### src/rtl/spi_txn_scheduler.sv
// spi_txn_scheduler: round-robin transaction scheduler in front of the
// simulation SPI master. It packs the winning requester's {cmd, addr, data}
// into one frame, pulses tx_enb, follows the frame through cs low/high,
// returns the captured response, and enforces an idle gap between frames.
// Optional watchdog enabled by defining the macro SPI_SCHED_TIMEOUT_EN.
module spi_txn_scheduler #(
    parameter int N_REQ          = 2,
    parameter int CMD_W          = 8,
    parameter int ADDR_W         = 8,
    parameter int DATA_W         = 8,
    parameter int RSP_W          = 7,
    parameter int GAP_CYCLES     = 4,
    parameter int TIMEOUT_CYCLES = 1024,
    localparam int FRAME_W       = CMD_W + ADDR_W + DATA_W
) (
    input  logic                    sysclk,
    input  logic                    rst_n,
    input  logic [N_REQ-1:0]        req_valid,
    input  logic [N_REQ*CMD_W-1:0]  req_cmd,
    input  logic [N_REQ*ADDR_W-1:0] req_addr,
    input  logic [N_REQ*DATA_W-1:0] req_data,
    output logic [N_REQ-1:0]        req_ready,
    output logic                    tx_enb,
    output logic [FRAME_W-1:0]      i_frame,
    input  logic                    cs,
    input  logic [RSP_W-1:0]        o_frame,
    output logic                    rsp_valid,
    output logic [1:0]              rsp_id,
    output logic [RSP_W-1:0]        rsp_data,
    output logic                    rsp_err,
    output logic                    busy
);

    localparam int GAP_W = (GAP_CYCLES > 1) ? $clog2(GAP_CYCLES) : 1;
    localparam logic [GAP_W-1:0] GAP_LOAD = GAP_W'(GAP_CYCLES - 1);

    typedef enum logic [2:0] {
        IDLE,
        LAUNCH,
        WAIT_START,
        WAIT_END,
        GAP
    } state_t;

    state_t             state_q;
    logic [1:0]         rrPtr_q;
    logic [1:0]         gnt_q;
    logic [FRAME_W-1:0] frame_q;
    logic               txEnb_q;
    logic               busy_q;
    logic               rspValid_q;
    logic [1:0]         rspId_q;
    logic [RSP_W-1:0]   rspData_q;
    logic [GAP_W-1:0]   gapCnt_q;

    logic [2*N_REQ-1:0] validRot;
    logic               gntFound_d;
    logic [1:0]         gntOff;
    logic [2:0]         gntSum;
    logic [2:0]         ptrSum;
    logic [1:0]         gnt_d;
    logic [1:0]         rrPtr_d;
    logic [FRAME_W-1:0] frame_d;

`ifdef SPI_SCHED_TIMEOUT_EN
    localparam logic [15:0] TO_LAST = 16'(TIMEOUT_CYCLES - 1);
    logic [15:0] toCnt_q;
    logic        rspErr_q;
`else
    logic unusedTimeout;
    assign unusedTimeout = ^TIMEOUT_CYCLES;
`endif

    // Rotate the request vector so the round-robin pointer lands on bit 0.
    assign validRot = {req_valid, req_valid} >> rrPtr_q;

    // Lowest set bit of the rotated vector is the offset of the winner from the pointer.
    always_comb begin
        gntFound_d = 1'b0;
        gntOff     = '0;
        for (int i = N_REQ - 1; i >= 0; i--) begin
            if (validRot[i]) begin
                gntFound_d = 1'b1;
                gntOff     = 2'(i);
            end
        end
    end

    // Map the offset back to an absolute requester index and compute the pointer after it.
    always_comb begin
        gntSum = {1'b0, rrPtr_q} + {1'b0, gntOff};
        if (gntSum >= 3'(N_REQ)) begin
            gntSum = gntSum - 3'(N_REQ);
        end
        gnt_d  = gntSum[1:0];
        ptrSum = {1'b0, gnt_d} + 3'd1;
        if (ptrSum >= 3'(N_REQ)) begin
            ptrSum = '0;
        end
        rrPtr_d = ptrSum[1:0];
    end

    // Select the winner's fields and build the frame with the command at the MSB.
    always_comb begin
        frame_d = '0;
        for (int i = 0; i < N_REQ; i++) begin
            if (gnt_d == 2'(i)) begin
                frame_d = {req_cmd[i*CMD_W +: CMD_W],
                           req_addr[i*ADDR_W +: ADDR_W],
                           req_data[i*DATA_W +: DATA_W]};
            end
        end
    end

    // Accept strobe only in IDLE and never while reset is asserted.
    always_comb begin
        req_ready = '0;
        if (rst_n && (state_q == IDLE) && gntFound_d) begin
            for (int i = 0; i < N_REQ; i++) begin
                if (gnt_d == 2'(i)) begin
                    req_ready[i] = 1'b1;
                end
            end
        end
    end

    // Transaction FSM with all outputs registered.
    always_ff @(posedge sysclk or negedge rst_n) begin
        if (!rst_n) begin
            state_q    <= IDLE;
            rrPtr_q    <= '0;
            gnt_q      <= '0;
            frame_q    <= '0;
            txEnb_q    <= 1'b0;
            busy_q     <= 1'b0;
            rspValid_q <= 1'b0;
            rspId_q    <= '0;
            rspData_q  <= '0;
            gapCnt_q   <= '0;
`ifdef SPI_SCHED_TIMEOUT_EN
            toCnt_q    <= '0;
            rspErr_q   <= 1'b0;
`endif
        end else begin
            txEnb_q    <= 1'b0;
            rspValid_q <= 1'b0;
            case (state_q)
                IDLE: begin
                    if (gntFound_d) begin
                        frame_q <= frame_d;
                        gnt_q   <= gnt_d;
                        rrPtr_q <= rrPtr_d;
                        txEnb_q <= 1'b1;
                        busy_q  <= 1'b1;
                        state_q <= LAUNCH;
                    end
                end
                LAUNCH: begin
`ifdef SPI_SCHED_TIMEOUT_EN
                    toCnt_q <= '0;
`endif
                    state_q <= WAIT_START;
                end
                WAIT_START: begin
                    if (!cs) begin
                        state_q <= WAIT_END;
`ifdef SPI_SCHED_TIMEOUT_EN
                        toCnt_q <= toCnt_q + 16'd1;
                    end else if (toCnt_q >= TO_LAST) begin
                        rspValid_q <= 1'b1;
                        rspErr_q   <= 1'b1;
                        rspData_q  <= '0;
                        rspId_q    <= gnt_q;
                        gapCnt_q   <= GAP_LOAD;
                        state_q    <= GAP;
                    end else begin
                        toCnt_q <= toCnt_q + 16'd1;
`endif
                    end
                end
                WAIT_END: begin
                    if (cs) begin
                        rspValid_q <= 1'b1;
                        rspData_q  <= o_frame;
                        rspId_q    <= gnt_q;
                        gapCnt_q   <= GAP_LOAD;
                        state_q    <= GAP;
`ifdef SPI_SCHED_TIMEOUT_EN
                        rspErr_q   <= 1'b0;
                    end else if (toCnt_q >= TO_LAST) begin
                        rspValid_q <= 1'b1;
                        rspErr_q   <= 1'b1;
                        rspData_q  <= '0;
                        rspId_q    <= gnt_q;
                        gapCnt_q   <= GAP_LOAD;
                        state_q    <= GAP;
                    end else begin
                        toCnt_q <= toCnt_q + 16'd1;
`endif
                    end
                end
                GAP: begin
`ifdef SPI_SCHED_TIMEOUT_EN
                    if (!cs) begin
                        gapCnt_q <= gapCnt_q;
                    end else
`endif
                    if (gapCnt_q == '0) begin
                        busy_q  <= 1'b0;
                        state_q <= IDLE;
                    end else begin
                        gapCnt_q <= gapCnt_q - 1'b1;
                    end
                end
                default: begin
                    busy_q  <= 1'b0;
                    state_q <= IDLE;
                end
            endcase
        end
    end

    assign tx_enb    = txEnb_q;
    assign i_frame   = frame_q;
    assign busy      = busy_q;
    assign rsp_valid = rspValid_q;
    assign rsp_id    = rspId_q;
    assign rsp_data  = rspData_q;
`ifdef SPI_SCHED_TIMEOUT_EN
    assign rsp_err   = rspErr_q;
`else
    assign rsp_err   = 1'b0;
`endif

endmodule

### config.mk
export PLATFORM = sky130hd
export DESIGN_NAME = spi_txn_scheduler
export DESIGN_NICKNAME = d
export VERILOG_FILES = /design/src/rtl/spi_txn_scheduler.sv
export SDC_FILE = /design/constraint.sdc
export NUM_CORES = 1
export LEC_CHECK = 0
export CAP_MARGIN = 0
export CORE_MARGIN = 3
export CORE_UTILIZATION = 43
export CTS_BUF_LIST = sky130_fd_sc_hd__clkbuf_4
export CTS_CLUSTER_SIZE = 24
export DETAILED_ROUTE_END_ITERATION = 8
export GPL_ROUTABILITY_DRIVEN = 0
export PLACE_DENSITY = 0.93
export SYNTH_ARGS = -nofsm -noshare
export SYNTH_HDL_FRONTEND = slang
export SYNTH_SLANG_ARGS = --single-unit
### constraint.sdc
create_clock -name sysclk -period 2.97 [get_ports sysclk]
set_input_delay 0.297 -clock sysclk [delete_from_list [all_inputs] [get_ports sysclk]]
set_output_delay 0.297 -clock sysclk [all_outputs]
set_load 0.01 [all_outputs]
======== Word-level counts from Yosys, hierarchy flattened ========
Cells that the tools add are included.
Widths: inputs -> output; s select.
word-level totals
  bits of input ports ..................... 60
  memories kept ........................... 0
  word-level logic and storage cells ...... 66
  bits in writable memories ............... 0
  latch bits .............................. 0
  output and inout port bits .............. 39
  ROM bits ................................ 0
  register bits ........................... 45
cells by class
  div/mod/pow operators ................... 0
  $add $sub $neg .......................... 4
  reduce and logical (&&, ||, !) cells .... 12
  bitwise operators ....................... 1
  magnitude comparators ................... 2
  eq/ne operators ......................... 10
  shifts and indexed selects .............. 1
  muxes and demuxes ....................... 26
  multipliers ............................. 0
operators with widths
  operator             number
  $mux 24              2
  $pmux 3 s5           1
  $mux 2               6
  $mux 3               4
  $mux 1               11
  $ne 2x2->1 const B   5
  $eq 3x2->1 const B   2
  $ge 3x2->1 const B   2
  $reduce_and 3->1     2
  $logic_not 2->1      2
  $pmux 2 s2           1
  $reduce_and 2->1     2
  $reduce_and 4->1     1
  $shr 4x2->2          1
  $add 2x1->3 const B  1
  $add 2x2->3          1
  $eq 3x1->1 const B   1
  $eq 3x3->1 const B   1
  $logic_not 3->1      1
  $pmux 1 s3           1
  $reduce_or 3->1      1
  $eq 2x1->1 const B   1
  $logic_and 1x1->1    2
  $reduce_bool 2->1    1
  other kinds (3)      3

======== Longest topological paths before layout ========
Gate-level depths: netlist (run 1).
  word-level depth ........................ 9
  depth in mapped cells ................... 14
  mapped depth without buffers ............ 12

======== Worst setup path before layout (run 1) ========
Ideal clock, no wire load.
  path kind ............................... reg-to-output
  start point ............................. register rrPtr_q[1]
  end point ............................... output port req_ready[1]
  path slack .............................. 460 ps
  stages on the path, launching flop included .. 12
  data arrival time ....................... 2213 ps
  required time ........................... 2673 ps
  buffers on the path ..................... 2
  cells stage by stage .................... dfrtp_1 -> nor2b_1 -> a31o_2 -> ha_1 -> inv_1 -> ha_1 -> o211ai_1 -> o21a_1 -> ha_1 -> buf_2 -> clkbuf_1 -> and3_2
between the ends
  cells in the longest elaborated chain, start to end .. 9
  elaborated cells on any way between the ends .. 13
  classes of those cells .................. add/sub (2); order compare (1); eq/ne (1); shift (1); mux (7); reduce/logical (1)
ends and longest elaborated chain
  item                                              RTL line  text
  start: declaration                                46        logic [1:0] rrPtr_q;
  start signal: assignment                          152       rrPtr_q <= rrPtr_d;
  $shr 4x2->2                                       75        assign validRot = {req_valid, req_valid} >> rrPtr_q;
  $mux 1                                            82        if (validRot[i]) begin
  $mux 2                                            82
  $add 2x2->3                                       91        gntSum = {1'b0, rrPtr_q} + {1'b0, gntOff};
  $ge 3x2->1 / $sub 2x2->2 (equally long branches)  92, 93
  $mux 2                                            92        if (gntSum >= 3'(N_REQ)) begin
  $eq 2x1->1                                        120       if (gnt_d == 2'(i)) begin
  $mux 1                                            120
  $mux 2 (*)                                        118       if (rst_n && (state_q == IDLE) && gntFound_d) begin
  end: declaration                                  22        output logic [N_REQ-1:0] req_ready,
Every way passes the cells marked *; elsewhere a longest branch is shown, timed or not.

======== Worst setup path in the final report (run 1) ========
  start point ............................. input port req_valid[0]
  end point ............................... output port req_ready[1]
between the ends
  cells in the longest elaborated chain, start to end .. 9
  elaborated cells on any way between the ends .. 13
  classes of those cells .................. add/sub (2); order compare (1); eq/ne (1); shift (1); mux (7); reduce/logical (1)
ends and longest elaborated chain
  item                                              RTL line  text
  start: declaration                                18        input logic [N_REQ-1:0] req_valid,
  $shr 4x2->2 (*)                                   75
  $mux 1                                            82
  $mux 2                                            82
  $add 2x2->3                                       91
  $ge 3x2->1 / $sub 2x2->2 (equally long branches)  92, 93
  $mux 2                                            92
  $eq 2x1->1                                        120
  $mux 1                                            120
  $mux 2 (*)                                        118
Marks and branches as above.

==> results of run 1 <==
cells by family (layout without fill, tap and decap cells):
| group | Yosys count | count (layout) | synth area share |
|---|---|---|---|
| buffers and inverters | 19 | 125 | 0.05512 |
| multiplexers | 35 | 35 | 0.2066 |
| flip-flops | 45 | 45 | 0.5011 |
| AND/OR/NAND/NOR | 22 | 22 | 0.06348 |
| AO/OA/AOI/OAI | 38 | 38 | 0.1331 |
| other | 1 | 1 | 0.001669 |
| adder cells (fa/ha/maj) | 7 | 7 | 0.03897 |
power breakdown:
group	internal, uW	switching (uW)	leakage (uW)
Clock	185	190	0.0000433
Combinational	1190	829	0.000920
Sequential	876	182	0.000560
Total	2250	1200	0.00152
worst paths after layout:
kind | startpoint | endpoint | slack, ns | depth (start not counted)
min in group asynchronous | rst_n | rsp_data[0] | 0.58 | 3
worst max register to register | rrPtr_q[1] | i_frame[0] | 0.32 | 11
worst min-delay path | gapCnt_q[0] | gapCnt_q[0] | 0.50 | 1
worst min register to register | gapCnt_q[0] | gapCnt_q[0] | 0.50 | 1
max in group asynchronous | rst_n | busy | 1.28 | 3
worst max-delay path | req_valid[0] | req_ready[1] | 0.09 | 11
layer usage:
| metal | part of all wire | GRT usage | wire length, um | vias up |
|---|---|---|---|---|
| li1 | - | - | - | 814 |
| met4 | 0.0096 | 0.05944 | 55 | 0 |
| met3 | 0.073 | 0.04243 | 418 | 7 |
| met5 | 0 | 0 | 0 | - |
| met2 | 0.49 | 0.3253 | 2796 | 72 |
| met1 | 0.43 | 0.2424 | 2483 | 854 |
placed cells by master (no fill, tap or decap), types with 3 or more instances in the layout:
| cell type | instances |
|---|---|
| nand2_1 | 3 |
| a21oi_1 | 3 |
| mux2_4 | 19 |
| ha_1 | 5 |
| mux2_2 | 15 |
| inv_1 | 8 |
| and3_2 | 3 |
| nor3_1 | 4 |
| clkdlybuf4s50_1 | 94 |
| a22o_1 | 23 |
| buf_4 | 9 |
| dfrtp_1 | 45 |
| o21ai_0 | 5 |
| clkbuf_4 | 6 |
through the flow:
stage,TNS [ns],instance area (um2)
global route,-0.04250,3421
detailed placement,-12.01,3264
CTS,-0.0003870,3386
finish,0,3421
floorplan,0,2247
global placement,-7.791,3264
critical path: stages:
cell and delay, ns:
clkdlybuf4s50_1 0.53, nor2b_4 0.18, a31o_2 0.17, ha_1 0.16
inv_1 0.05, ha_1 0.28, o211ai_1 0.09, o21a_2 0.24
ha_4 0.17, and3_2 0.17, clkdlybuf4s15_1 0.25
timing repair:
item | 4_1_cts | 5_1_grt
hold buffers | 2 | 0
gates resized for setup | 7 | 5
buffers inserted | 1 | 1
endpoints found under the setup margin | 25 | 2
hold endpoints to repair | 16 | 0
sequential cells by signal, indices dropped and copies added (netlist names):
| signal | flops |
|---|---|
| rsp_data | 7 |
| rsp_id | 2 |
| state_q | 3 |
| gapCnt_q | 2 |
| busy | 1 |
| rsp_valid | 1 |
| i_frame | 24 |
| rrPtr_q | 2 |
| tx_enb | 1 |
| gnt_q | 2 |
layout make-up:
class	instances	area (um2)	area share
flip-flops and latches	45	1126	0.3292
repair buffers	108	1052	0.3076
multi-input cells	103	1044	0.3050
well taps	67	83.83	0.02451
clock buffers	6	45.04	0.01317
inverters	9	36.28	0.01061
clock inverters	2	33.78	0.009876
==> flow_metrics.tcl, run 1 <==
set metrics [dict create \
    hp-class "reg2reg" \
    grt-ovfl-total 0 \
    core_um2 4880 \
    cp_data_required_time_ns 2.67 \
    cts_buffers 5 \
    synth_area_um2 2247 \
    dp_cells 328 \
    synthesis.nets 234 \
    syn_avg_cell_area_um2 13.46 \
    synth_ff_type "dfrtp_1" \
    track_usage 0.1912 \
    grt_pass1_wl_mm 9.239 \
    slew_violations 0 \
    synth_seq_cells 45 \
    synthCells 167 \
    worstPathArrival_ns 2.58 \
    synth_top_cell_by_area "dfrtp_1" \
    worstMarginPinSlew_ns 0.7962 \
    dieArea_um2 6129 \
    synth-seq-area-share 0.5011 \
    worst_slack_ns 0.08988 \
    setup_viol 0 \
    endpoint_kind "primary output" \
    synth-edff-count 0 \
    crit_type "in2out" \
    synthTopCellsByArea "dfrtp_1 (50%), mux2_4 (13%), a22o_1 (9.0%)" \
    ant_nets 0 \
    critPathMaxFanout 3 \
    grt_max_degree 30 \
    p_leak_uw 0.001524 \
    drt_iter0_drc 68 \
    ys_top_cells_by_count "dfrtp_1 (45), a22o_1 (23), mux2_4 (19), mux2_2 (15), inv_1 (8)" \
    antenna_found_initial 0 \
    power_density_nw_per_um2 1010 \
    cts_tree "built" \
    power_uw 3457 \
    fin_hold_ws_ns 0.5046 \
    crit_path_start_kind "primary input" \
    async_flop_share 1.000 \
    vdd_drop_max_mv 0.5953 \
    root_buffer "clkbuf_4" \
    fin_cells 340 \
    ys_warn_count 0 \
    die_y_um 78.29 \
    max_freq_ghz 0.3472 \
    hpwl_mm 4.301 \
    maxSlewHeadroom 0.4674 \
    finalCoreUtilization 0.7010 \
    insertedDiodeCount 0 \
    clk_pin_slew_ns 0.13 \
    wirelength_mm 5.754 \
    area_delta_synth_final_pct 52.23 \
    htree_levels 2 \
    drive_above_1_share 0.2418 \
    io_buffers 97 \
    skew_ns 0.01109 \
    drcViolationCount 0 \
    die_w_um 78.29 \
    status "complete, no violations" \
    via_count 1747 \
    post-synth-top-count-cell "dfrtp_1" \
    rows 25 \
    first_pass_iters 4 \
    fin_crit_ns 2.880 \
    fill_cells 364 \
    fin_crit_sh 0.9697 \
    post_drt_wl_per_cell_um 16.92 \
    num-nets-final 339 \
    cts_buffer_depth 2 \
    vias_per_cell 5.138 \
    hold_viol 0 \
    drv_cap 0 \
    dp_slack_ns -0.5148 \
    grt_pass1_vias 1828 \
    ys_types 36 \
    clock-sinks 45 \
    io_pins 99 \
    start_util 0.4605 \
    clk_latency_ns 0.34 \
    synth.top_cell.area_share 0.5011 \
]
Note: power is estimated with default switching activity, not from simulation.
==> inputs of run 2 (changes only) <==
--- a/config.mk
+++ b/config.mk
@@ -7,5 +7,5 @@
 export LEC_CHECK = 0
 export CAP_MARGIN = 0
-export CORE_MARGIN = 3
+export CORE_MARGIN = 2
 export CORE_UTILIZATION = 43
 export CTS_BUF_LIST = sky130_fd_sc_hd__clkbuf_4
==> constraint.sdc (replaced) <==
create_clock -name sysclk -period 2.97 [get_ports sysclk]
set_input_delay 0.297 -clock sysclk [delete_from_list [all_inputs] [get_ports sysclk]]
set_output_delay 0.297 -clock sysclk [all_outputs]
set_load 0.05 [all_outputs]
==> run 2 against run 1 <==
  * Power up 23%
  * Clock power decreased by 20%
  * Clock skew increased by 0.0021 ns
  * Worst hold slack worse by 0.079 ns
  * Register-to-register slack lost 0.04 ns
  * Sequential share of layout area is 0.60 points lower
  * Setup slack better by 0.046 ns
  * Die area shrank 5.0%
  * Combinational power grew 43%
  * First-iteration DRC count shrank 25%
  * Routed wire length shrank 0.33%
  * Critical path type is now reg2out
==> flow_metrics.tcl, run 2 (synthesis results as in run 1) <==
set metrics [dict create \
    cts_tree "built" \
    critPathMaxFanout 12 \
    r2r-end "i_frame[13]" \
    p_leak_uw 0.001553 \
    dpl_cell_area_um2 3321 \
    largest_reg_flops 24 \
    clk_latency_ns 0.35 \
    crit_type "reg2out" \
    num-nets-final 341 \
    tns_ns 0 \
    drcViolationCount 0 \
    fin_crit_sh 0.9544 \
    core_um2 5075 \
    r2r-start "rrPtr_q[0]" \
    grt_pass1_vias 1916 \
    root_buffer "clkbuf_4" \
    dieArea_um2 5820 \
    worstPathArrival_ns 2.54 \
    start_util 0.4428 \
    dp_slack_ns -0.2134 \
    maxSlewHeadroom 0.4982 \
    max_freq_ghz 0.3528 \
    via_count 1759 \
    slew_violations 0 \
    final_common_cell "clkdlybuf4s50_1" \
    io_pins 99 \
    power_density_nw_per_um2 1214 \
    grt_setup_unrepaired "no" \
    vdd_drop_max_mv 0.7548 \
    ant_nets 0 \
    hp-class "in2reg" \
    worstMarginPinSlew_ns 0.7422 \
    setup_viol 0 \
    vias_per_cell 5.099 \
    area_delta_synth_final_pct 55.23 \
    drt_iter0_drc 51 \
    cp_data_required_time_ns 2.67 \
    first_pass_iters 4 \
    clock-sinks 45 \
    grt_max_degree 25 \
    skew_ns 0.01315 \
    die_w_um 76.29 \
    drv_cap 0 \
    drive_above_1_share 0.2691 \
    htree_levels 2 \
    io_buffers 97 \
    fin_hold_ws_ns 0.4261 \
    rows 26 \
    ff2ff_path_depth 11 \
    status "complete, no violations" \
    fin_crit_ns 2.835 \
    die_y_um 76.29 \
    antenna_found_initial 0 \
    endpoint_kind "primary output" \
    critPathLaunch "rrPtr_q[0]" \
    post_drt_wl_per_cell_um 16.62 \
    grt_pass1_wl_mm 9.335 \
    insertedDiodeCount 0 \
    r2r_setup_slack_ns 0.28 \
    cts_buffers 5 \
    cp-endpoint "req_ready[1]" \
    wirelength_mm 5.735 \
    final_cell_mix "clkdlybuf4s50_1 (92), dfrtp_1 (44), a22o_1 (23), mux2_4 (19), mux2_2 (15)" \
    track_usage 0.2003 \
    grt-ovfl-total 0 \
    worst_slack_ns 0.1355 \
    hpwl_mm 4.144 \
    final_area_um2 3488 \
    crit_path_start_kind "flop" \
    hold_viol 0 \
    cts_buffer_depth 2 \
    clk_pin_slew_ns 0.11 \
]
## run 2: area by class of cell
cell class / count / area, um2
fillers: 357 / 1587
repair buffers: 110 / 1141
flip-flops and latches: 45 / 1127
multi-input cells: 103 / 1036
well taps: 70 / 87.58
clock buffers: 7 / 52.55
inverters: 9 / 36.28
clock inverters: 1 / 7.507
## run 2: critical path, stage by stage (launching register included)
cell and delay [ns]:
dfrtp_1 0.47, nor3_2 0.17, a31o_2 0.14, ha_2 0.17, inv_1 0.04, ha_1 0.29
o211ai_1 0.09, o21a_2 0.21, ha_4 0.16, buf_12 0.13, and3_4 0.19, buf_12 0.13
## run 2: how the worst min path moves through the flow
stage | startpoint | end | slack (ns) | cells past startpoint
floorplan | rst_n | busy | 0.001 | 0
detailed placement | rst_n | i_frame[6] | 0.32 | 1
global route | req_valid[1] | rrPtr_q[1] | 0.45 | 4
global placement | rst_n | i_frame[5] | 0.31 | 1
CTS | rst_n | i_frame[6] | 0.46 | 2
finish | req_valid[1] | busy | 0.43 | 4
## run 2: power breakdown
part	switching [uW]	internal, uW	total (uW)
Clock	188	112	300
Combinational	1520	1350	2880
Sequential	181	877	1060
Total	1890	2340	4240
## run 2: layer usage
metal | global-route usage | vias to the layer above | routed length [um]
li1 | - | 822 | -
met1 | 0.2363 | 866 | 2341
met2 | 0.3593 | 66 | 2945
met3 | 0.05332 | 5 | 411
met4 | 0.05455 | 0 | 37
met5 | 0 | - | 0
## run 2: metrics by stage
step / total power, uW / utilization / instances
after floorplan: 2907 / - / 167
after global placement: 3677 / 0.6543 / 334
after detailed placement: 3767 / 0.6543 / 334
after CTS: 4263 / 0.6832 / 345
after global routing: 4455 / 0.6874 / 345
final: 4235 / 0.6874 / 345
## run 2: what timing repair did
action                                  4_1_cts  5_1_grt
resized for setup                             9        8
gates cloned                                  1        0
hold buffers                                  1        0
endpoints found under the hold margin        21        0
endpoints found under the setup margin        1        2
buffers inserted                              1        0
pin swaps                                     2        2
==> inputs of run 3 (changes only) <==
CAP_MARGIN = 40   (was 0)
CORE_UTILIZATION = 38   (was 43)
PLACE_DENSITY = 0.85   (was 0.93)
==> run 3 against run 2 <==
  * Routed wire length shrank 1.6%
  * Clock skew grew 0.0015 ns
  * Power grew 0.93%
  * Setup slack gained 0.019 ns
  * Die area grew 12%
  * Register-to-register slack gained 0.14 ns
  * Global-route usage shrank 2.6 points
  * Fmax grew 0.69%
  * Largest power group unchanged
  * Clock-buffer cell count shrank 1
  * Highest routed layer unchanged
  * First-iteration DRC count shrank 31%
  * Non-clock buffer count grew 2
  * Clock power grew 28%
==> flow_metrics.tcl, run 3 (synthesis results as in run 1) <==
set metrics [dict create \
    status "complete, no violations" \
    power.switching_uw 1889 \
    grt_max_degree 27 \
    post_drt_wl_per_cell_um 16.04 \
    hp-class "in2async" \
    largest_reg_flops 24 \
    fin_hold_ws_ns 0.01078 \
    intPower_uw 2385 \
    slew_violations 0 \
    cts_buffers 5 \
    r2r-start "rrPtr_q[0]" \
    worst_slack_ns 0.1548 \
    p_seq_frac 0.247 \
    cts_buffer_depth 2 \
    clk_latency_ns 0.35 \
    hold_viol 0 \
    final_common_cell "clkdlybuf4s50_1" \
    grt-ovfl-total 0 \
    crit_type "in2out" \
    hpwl_mm 3.903 \
    grt_pass1_vias 1829 \
    skew_ns 0.01465 \
    track_usage 0.1740 \
    io_buffers 97 \
    root_buffer "clkbuf_4" \
    ant_nets 0 \
    drv_cap 0 \
    dpl_cell_area_um2 3302 \
    start_util 0.3864 \
    final_cell_mix "clkdlybuf4s50_1 (93), dfrtp_1 (44), a22o_1 (23), mux2_4 (19), mux2_2 (15)" \
    clk_pin_slew_ns 0.13 \
    pwr-share-comb 0.664 \
    dieArea_um2 6545 \
    num-nets-final 343 \
    clockPowerShare 0.090 \
    cts_tree "built" \
    setup_viol 0 \
    finalCoreUtilization 0.6067 \
    grt_setup_unrepaired "yes" \
    max_freq_ghz 0.3552 \
    first_pass_iters 4 \
    antenna_found_initial 0 \
    drcViolationCount 0 \
    final_area_um2 3528 \
    r2r_setup_slack_ns 0.42 \
    r2r-end "i_frame[5]" \
    area_delta_synth_final_pct 57.02 \
    crit_path_start_kind "primary input" \
    netSwitchingFraction 0.4420 \
    drt_iter0_drc 35 \
    dp_slack_ns -0.4056 \
    core_um2 5816 \
    fin_crit_sh 0.9479 \
    worstPathArrival_ns 2.52 \
    clock-sinks 45 \
    insertedDiodeCount 0 \
    fin_crit_ns 2.815 \
    cp_data_required_time_ns 2.67 \
    worstMarginPinSlew_ns 0.7317 \
    via_count 1790 \
    ff2ff_path_depth 11 \
    maxSlewHeadroom 0.5053 \
    io_pins 99 \
    die_y_um 80.90 \
    critPathMaxFanout 13 \
    wirelength_mm 5.646 \
    vdd_drop_max_mv 0.5542 \
    grt_pass1_wl_mm 8.756 \
    die_w_um 80.90 \
    rows 28 \
    p_leak_uw 0.001563 \
    endpoint_kind "primary output" \
    drive_above_1_share 0.2744 \
    power_density_nw_per_um2 1212 \
    vias_per_cell 5.085 \
    htree_levels 2 \
]
==> run 3: worst max-delay path by stage <==
stage | endpoint | slack (ns) | startpoint
after floorplan | req_ready[1] | 0.32 | rrPtr_q[1]
after global placement | i_frame[6] | -0.22 | req_valid[1]
after detailed placement | i_frame[6] | -0.41 | req_valid[1]
after CTS | req_ready[1] | -0.03 | req_valid[1]
after global routing | req_ready[0] | -0.006 | rrPtr_q[0]
final | req_ready[1] | 0.15 | req_valid[1]
==> run 3: repair_timing <==
| action | in CTS | in global routing |
|---|---|---|
| resized for setup | 4 | 11 |
| endpoints found under the setup margin | 3 | 2 |
| hold buffers | 1 | 0 |
| buffers inserted | 1 | 2 |
| cloned | 0 | 1 |
| pin swaps | 0 | 3 |
| endpoints found under the hold margin | 21 | 0 |
==> run 3: through the flow <==
stage | power, uW | setup TNS [ns] | instances
final | 4275 | 0 | 352
after global routing | 4528 | -0.007504 | 352
after CTS | 4123 | -0.07524 | 347
after global placement | 3604 | -4.877 | 337
after floorplan | 2907 | 0 | 167
after detailed placement | 3665 | -8.684 | 337
==> run 3: area by class of cell <==
class / count / area (um2)
Clock inverter: 2 / 38.79
Tap cell: 75 / 93.84
Clock buffer: 6 / 45.04
Sequential cell: 45 / 1127
Fill cell: 483 / 2287
Timing Repair Buffer: 112 / 1149
Inverter: 9 / 36.28
Multi-Input combinational cell: 103 / 1039
==> run 3: critical path, cell delays in order <==
cell	delay (ns)
clkdlybuf4s50_1	0.49
inv_1	0.08
nor3_2	0.11
a31o_2	0.12
ha_2	0.17
inv_1	0.04
ha_1	0.28
o211ai_1	0.09
o21a_2	0.21
ha_4	0.17
buf_12	0.14
and3_4	0.19
buf_12	0.13
==> run 3: power groups by stage <==
stage	sequential, uW	combinational [uW]	clock, uW
3_5_place_dp	1060	2600	0
2_1_floorplan	1760	1150	0
6_report	1050	2840	383
3_3_place_gp	1050	2560	0
5_1_grt	1090	3000	431
4_1_cts	1050	2670	400
==> run 3: per-layer routing <==
layer  vias up  global-route usage  wire length (um)
li1        829                   -                 -
met1       884              0.2216              2416
met2        73              0.2909              2709
met3         4             0.05222               485
met4         0             0.04237                34
met5         -                   0                 0
==> edit 1 (flow settings as in run 1) <==
Set the parameter `DATA_W` to 12 (it was 8).
--- a/src/rtl/spi_txn_scheduler.sv
+++ b/src/rtl/spi_txn_scheduler.sv
@@ -8,5 +8,5 @@
     parameter int CMD_W          = 8,
     parameter int ADDR_W         = 8,
-    parameter int DATA_W         = 8,
+    parameter int DATA_W         = 12,
     parameter int RSP_W          = 7,
     parameter int GAP_CYCLES     = 4,
Ports: changed (resized i_frame and req_data); port bits go from 99 to 111. No check against the original RTL was run, so the function may have changed too.
==> edit 1 against run 1 <==
Sequential cell count up 4. Total power up 6.5%. Critical path depth down 1. Worst hold slack worse by 0.12 ns. Global-route usage about the same. Clock power down 20%. Die area up 9.5%. Synthesized area up 10%. Wire length up 13%. Largest cell class unchanged. Design area up 9.2%. Worst setup slack better by 0.061 ns. Sequential share of layout area down 0.099 points.
==> edit 1: results <==
metrics = {
    "synth": {
        "synthAdderAreaFrac": 0.0353,
        "synth_mux_area_frac": 0.175,
        "synth_cell_type_count": 35,
        "netlist_top_cells_count": "dfrtp_1 (49), nand2_1 (28), a22o_1 (27)",
        "syn_nets": 274,
        "yosys_warnings": 0,
        "netlist_instances": 199,
        "synth-compound-area-share": 0.138,
    },
    "setup_path": {
        "crit_family": "adder cells",
        "crit_fanout": 6,
        "r2r_start": "rrPtr_q[0]",
        "timing.rr.end": "i_frame[21]",
        "cpPeakStageDelay_ns": 0.49,
        "cp.arrival_ns": 2.52,
        "cpMaxStageDelayCell": "dfrtp_1",
        "reg2reg_slack_ns": 0.21,
    },
    "detailed_routing": {
        "met1_length_mm": 2.58,
        "via_per_inst": 5.11,
        "wl_met3_um": 605,
        "wl_met2_mm": 3.23,
        "wl_mm": 6.49,
        "wl_per_cell_um": 16.7,
        "drtIter0Drc": 51,
    },
    "layout": {
        "fillCellCount": 424,
        "largest_reg_flops": 28,
        "drive_above_1_share": 0.208,
        "nets": 391,
    },
    "place": {
        "place_inst": 379,
        "numPortBuffers": 109,
        "hpwl_mm": 4.92,
    },
    "sta": {
        "whs_ns": 0.389,
        "finalClockSkew_ns": 0.00661,
        "tightest_slew_ns": 0.641,
    },
    "power_and_ir_drop": {
        "powerSeq_mw": 1.14,
        "ir_worst_vdd_uv": 617,
        "fin_total_pwr_mw": 3.68,
        "power_leakage_nw": 1.73,
        "pg_clk_uw": 301,
    },
    "grt": {
        "use_met3": 0.0592,
        "grt_util_met1": 0.225,
        "gr-usage-all-layers": 0.191,
        "met2_usage": 0.336,
        "grt_pass1_wl_mm": 9.77,
        "grt_max_degree": 28,
    },
    "clocking": {
        "htree_num_levels": 2,
        "insertion_delay_ns": 0.36,
    },
    "outcome": {
        "status": "complete, no violations",
    },
    "worst_hold_path": {
        "whs_endpoint": "rrPtr_q[1]",
        "hold_start": "req_valid[1]",
    },
}
edit 1: cell type report:
cell class	instances	share of cell area
sequential	49	0.328
timing repair buffer	122	0.317
multi-input combinational	128	0.305
tap	72	0.0241
inverter	10	0.0107
clock buffer	5	0.0100
clock inverter	3	0.00469
edit 1: kinds of logic (layout without fill, tap and decap cells):
family / count (synthesis) / in the layout
and+or+nand+nor: 47 / 47
other: 1 / 1
AOI/OAI and AO/OA: 43 / 43
muxes: 30 / 30
buffers and inverters: 22 / 140
adders and majority gates: 7 / 7
DFF: 49 / 49
edit 1: stage by stage:
step,worst slack (ns),util,setup TNS (ns)
floorplan,0.418,-,0
global placement,-0.436,0.657,-11.40
detailed placement,-0.600,0.657,-15.91
CTS,0.0210,0.671,0
global route,0.00103,0.674,0
finish,0.150,0.674,0
edit 1: worst reg2reg max path, stage by stage (launching register included):
cell and delay [ns]:
dfrtp_1 0.49, nor3_2 0.05, a31o_2 0.21, ha_1 0.19, inv_1 0.06, ha_1 0.23
o211ai_1 0.09, o21a_1 0.23, ha_2 0.21, nor2b_4 0.55, a22o_1 0.26, mux2_4 0.14
edit 1: how the worst max path moves through the flow:
stage | start | end | slack, ns | depth (start not counted)
after floorplan | rrPtr_q[1] | i_frame[0] | 0.42 | 12
after global placement | req_valid[0] | i_frame[24] | -0.44 | 11
after detailed placement | req_valid[1] | i_frame[14] | -0.60 | 13
after CTS | req_valid[1] | req_ready[0] | 0.02 | 13
after global routing | rrPtr_q[0] | req_ready[0] | 0.001 | 11
final | rrPtr_q[0] | req_ready[1] | 0.15 | 10
edit 1: repair_timing:
action,in CTS,in global routing
pin swaps,0,1
endpoints found under the setup margin,29,2
buffers inserted,1,0
endpoints found under the hold margin,24,0
gates resized for setup,5,7
hold buffers,1,0
==> edit 2 (flow settings as in run 1) <==
Made on the original files. Reset style: synchronous (`rst_n`), changed in one clocked block.
--- a/src/rtl/spi_txn_scheduler.sv
+++ b/src/rtl/spi_txn_scheduler.sv
@@ -126,5 +126,5 @@
 
     // Transaction FSM with all outputs registered.
-    always_ff @(posedge sysclk or negedge rst_n) begin
+    always_ff @(posedge sysclk) begin
         if (!rst_n) begin
             state_q    <= IDLE;
Behaviour: differs if rst_n is asserted again (counterexample within 4 cycles, from zero or initial values and one cycle with rst_n low); with rst_n held inactive, the same outputs for 10 cycles.
==> edit 2 against run 1 <==
Via count up 26%. Design area grew 0.69%. Global-route usage is 0.33 points higher. Critical path depth rose by 1. Worst setup slack better by 0.075 ns. First-iteration DRC count is 60% higher. Worst hold slack worse by 0.040 ns. Fmax grew 2.7%. Sequential cell count stayed put. Total power is 18% lower. Sequential power down 17%. Synthesized cell count grew 64%. Wire length increased by 3.4%. Synthesized area up 6.0%. Critical path type unchanged. Critical endpoint unchanged. Largest cell class is now multi-input combinational cells. Largest power group unchanged.
==> edit 2: results <==
metrics = {
    "power_and_ir_drop": {
        "ir_worst_vdd_uv": 562,
        "power_leakage_nw": 1.35,
        "switching_share": 0.390,
    },
    "synth": {
        "syn_area_per_cell_um2": 8.69,
        "synth_seq_area_share": 0.378,
        "synth_ff_type": "dfxtp_1",
        "synth_area_leaders": "dfxtp_1 (38%), mux2i_1 (12%), nand2_1 (11%), a21o_1 (7.9%), nand3b_1 (7.6%)",
        "netlist_top_cells_count": "nand2_1 (72), dfxtp_1 (45), mux2i_1 (28)",
        "synthArstFlopShare": 0,
        "synth_cell_type_count": 34,
        "syn_nets": 341,
    },
    "layout": {
        "drive_above_1_share": 0.104,
        "final_cells": 436,
    },
    "grt": {
        "antenna_found_initial": 0,
        "gr-usage-all-layers": 0.194,
        "grt_max_degree": 49,
        "grt_pass1_wl_mm": 9.93,
    },
    "place": {
        "dp_slack_ns": -0.347,
        "hpwl_mm": 4.41,
    },
    "clocking": {
        "clk_pin_slew_ns": 0.11,
        "post_cts_buffers": 0,
        "insertion_delay_ns": 0.35,
    },
    "outcome": {
        "status": "complete, no violations",
    },
    "setup_path": {
        "reg2reg_slack_ns": 0.29,
        "cp.arrival_ns": 2.51,
    },
    "detailed_routing": {
        "drtIter0Drc": 109,
        "via_per_inst": 5.05,
    },
    "sta": {
        "finalClockSkew_ns": 0.0157,
        "fin_crit_sh": 0.944,
    },
}
==> edit 2: logic make-up (layout without fill, tap and decap cells) <==
kind of cell               Yosys count  in the layout  share of synthesized area
AOI/OAI and AO/OA                   45             45                      0.146
adders and majority gates            7              7                     0.0368
buffers and inverters               31            123                     0.0646
DFF                                 45             45                      0.378
muxes                               28             28                      0.118
other                                1              1                    0.00157
and+or+nand+nor                    117            117                      0.255
==> edit 2: stage by stage <==
step | total power [mW] | hold WS (ns) | util
2_1_floorplan | 1.97 | 0.435 | -
3_5_place_dp | 2.55 | 0.450 | 0.648
3_3_place_gp | 2.50 | 0.442 | 0.648
4_1_cts | 2.84 | 0.466 | 0.656
5_1_grt | 3.09 | 0.482 | 0.658
6_report | 2.84 | 0.465 | 0.658
==> edit 2: path summary, 6_finish.rpt <==
check                             startpoint      endpoint  depth (start not counted)
worst max-delay path            req_valid[1]  req_ready[1]                         12
worst min-delay path                gnt_q[1]     rsp_id[1]                          2
worst max register to register    rrPtr_q[0]   i_frame[15]                         11
worst min register to register      gnt_q[1]     rsp_id[1]                          2
==> edit 2: final cells by class <==
| cell class | count | area (um2) |
|---|---|---|
| multi-input combinational | 198 | 1340 |
| clock buffer | 6 | 45.0 |
| clock inverter | 1 | 3.75 |
| fill | 431 | 1790 |
| tap | 70 | 87.6 |
| sequential | 45 | 902 |
| timing repair buffer | 106 | 1030 |
| inverter | 10 | 37.5 |
==> edit 2: what timing repair did <==
action,4_1_cts,5_1_grt
pin swaps,1,2
resized for setup,10,3
hold endpoints to repair,0,0
setup endpoints to repair,2,9
==> edit 2: power groups by stage <==
stage / sequential [mW] / combinational, mW / clock (mW)
5_1_grt: 0.898 / 1.86 / 0.323
3_3_place_gp: 0.876 / 1.62 / 0
4_1_cts: 0.875 / 1.67 / 0.294
6_report: 0.875 / 1.68 / 0.283
2_1_floorplan: 0.941 / 1.03 / 0
3_5_place_dp: 0.887 / 1.66 / 0
==> edit 2: worst max-delay path: cells and delay by family <==
family,cells,cell delay [ns]
AND/OR/NAND/NOR,2,0.42
adder cells (fa/ha/maj),3,0.67
AO/OA/AOI/OAI,2,0.30
buffers and inverters,5,0.79
==> edit 2: layer usage <==
layer  GRT usage  vias up  share of wire
met1       0.226     1010           0.40
met3      0.0762        4          0.099
li1            -     1100              -
met2       0.337       86           0.49
met4      0.0405        0         0.0077
met5           0        -              0
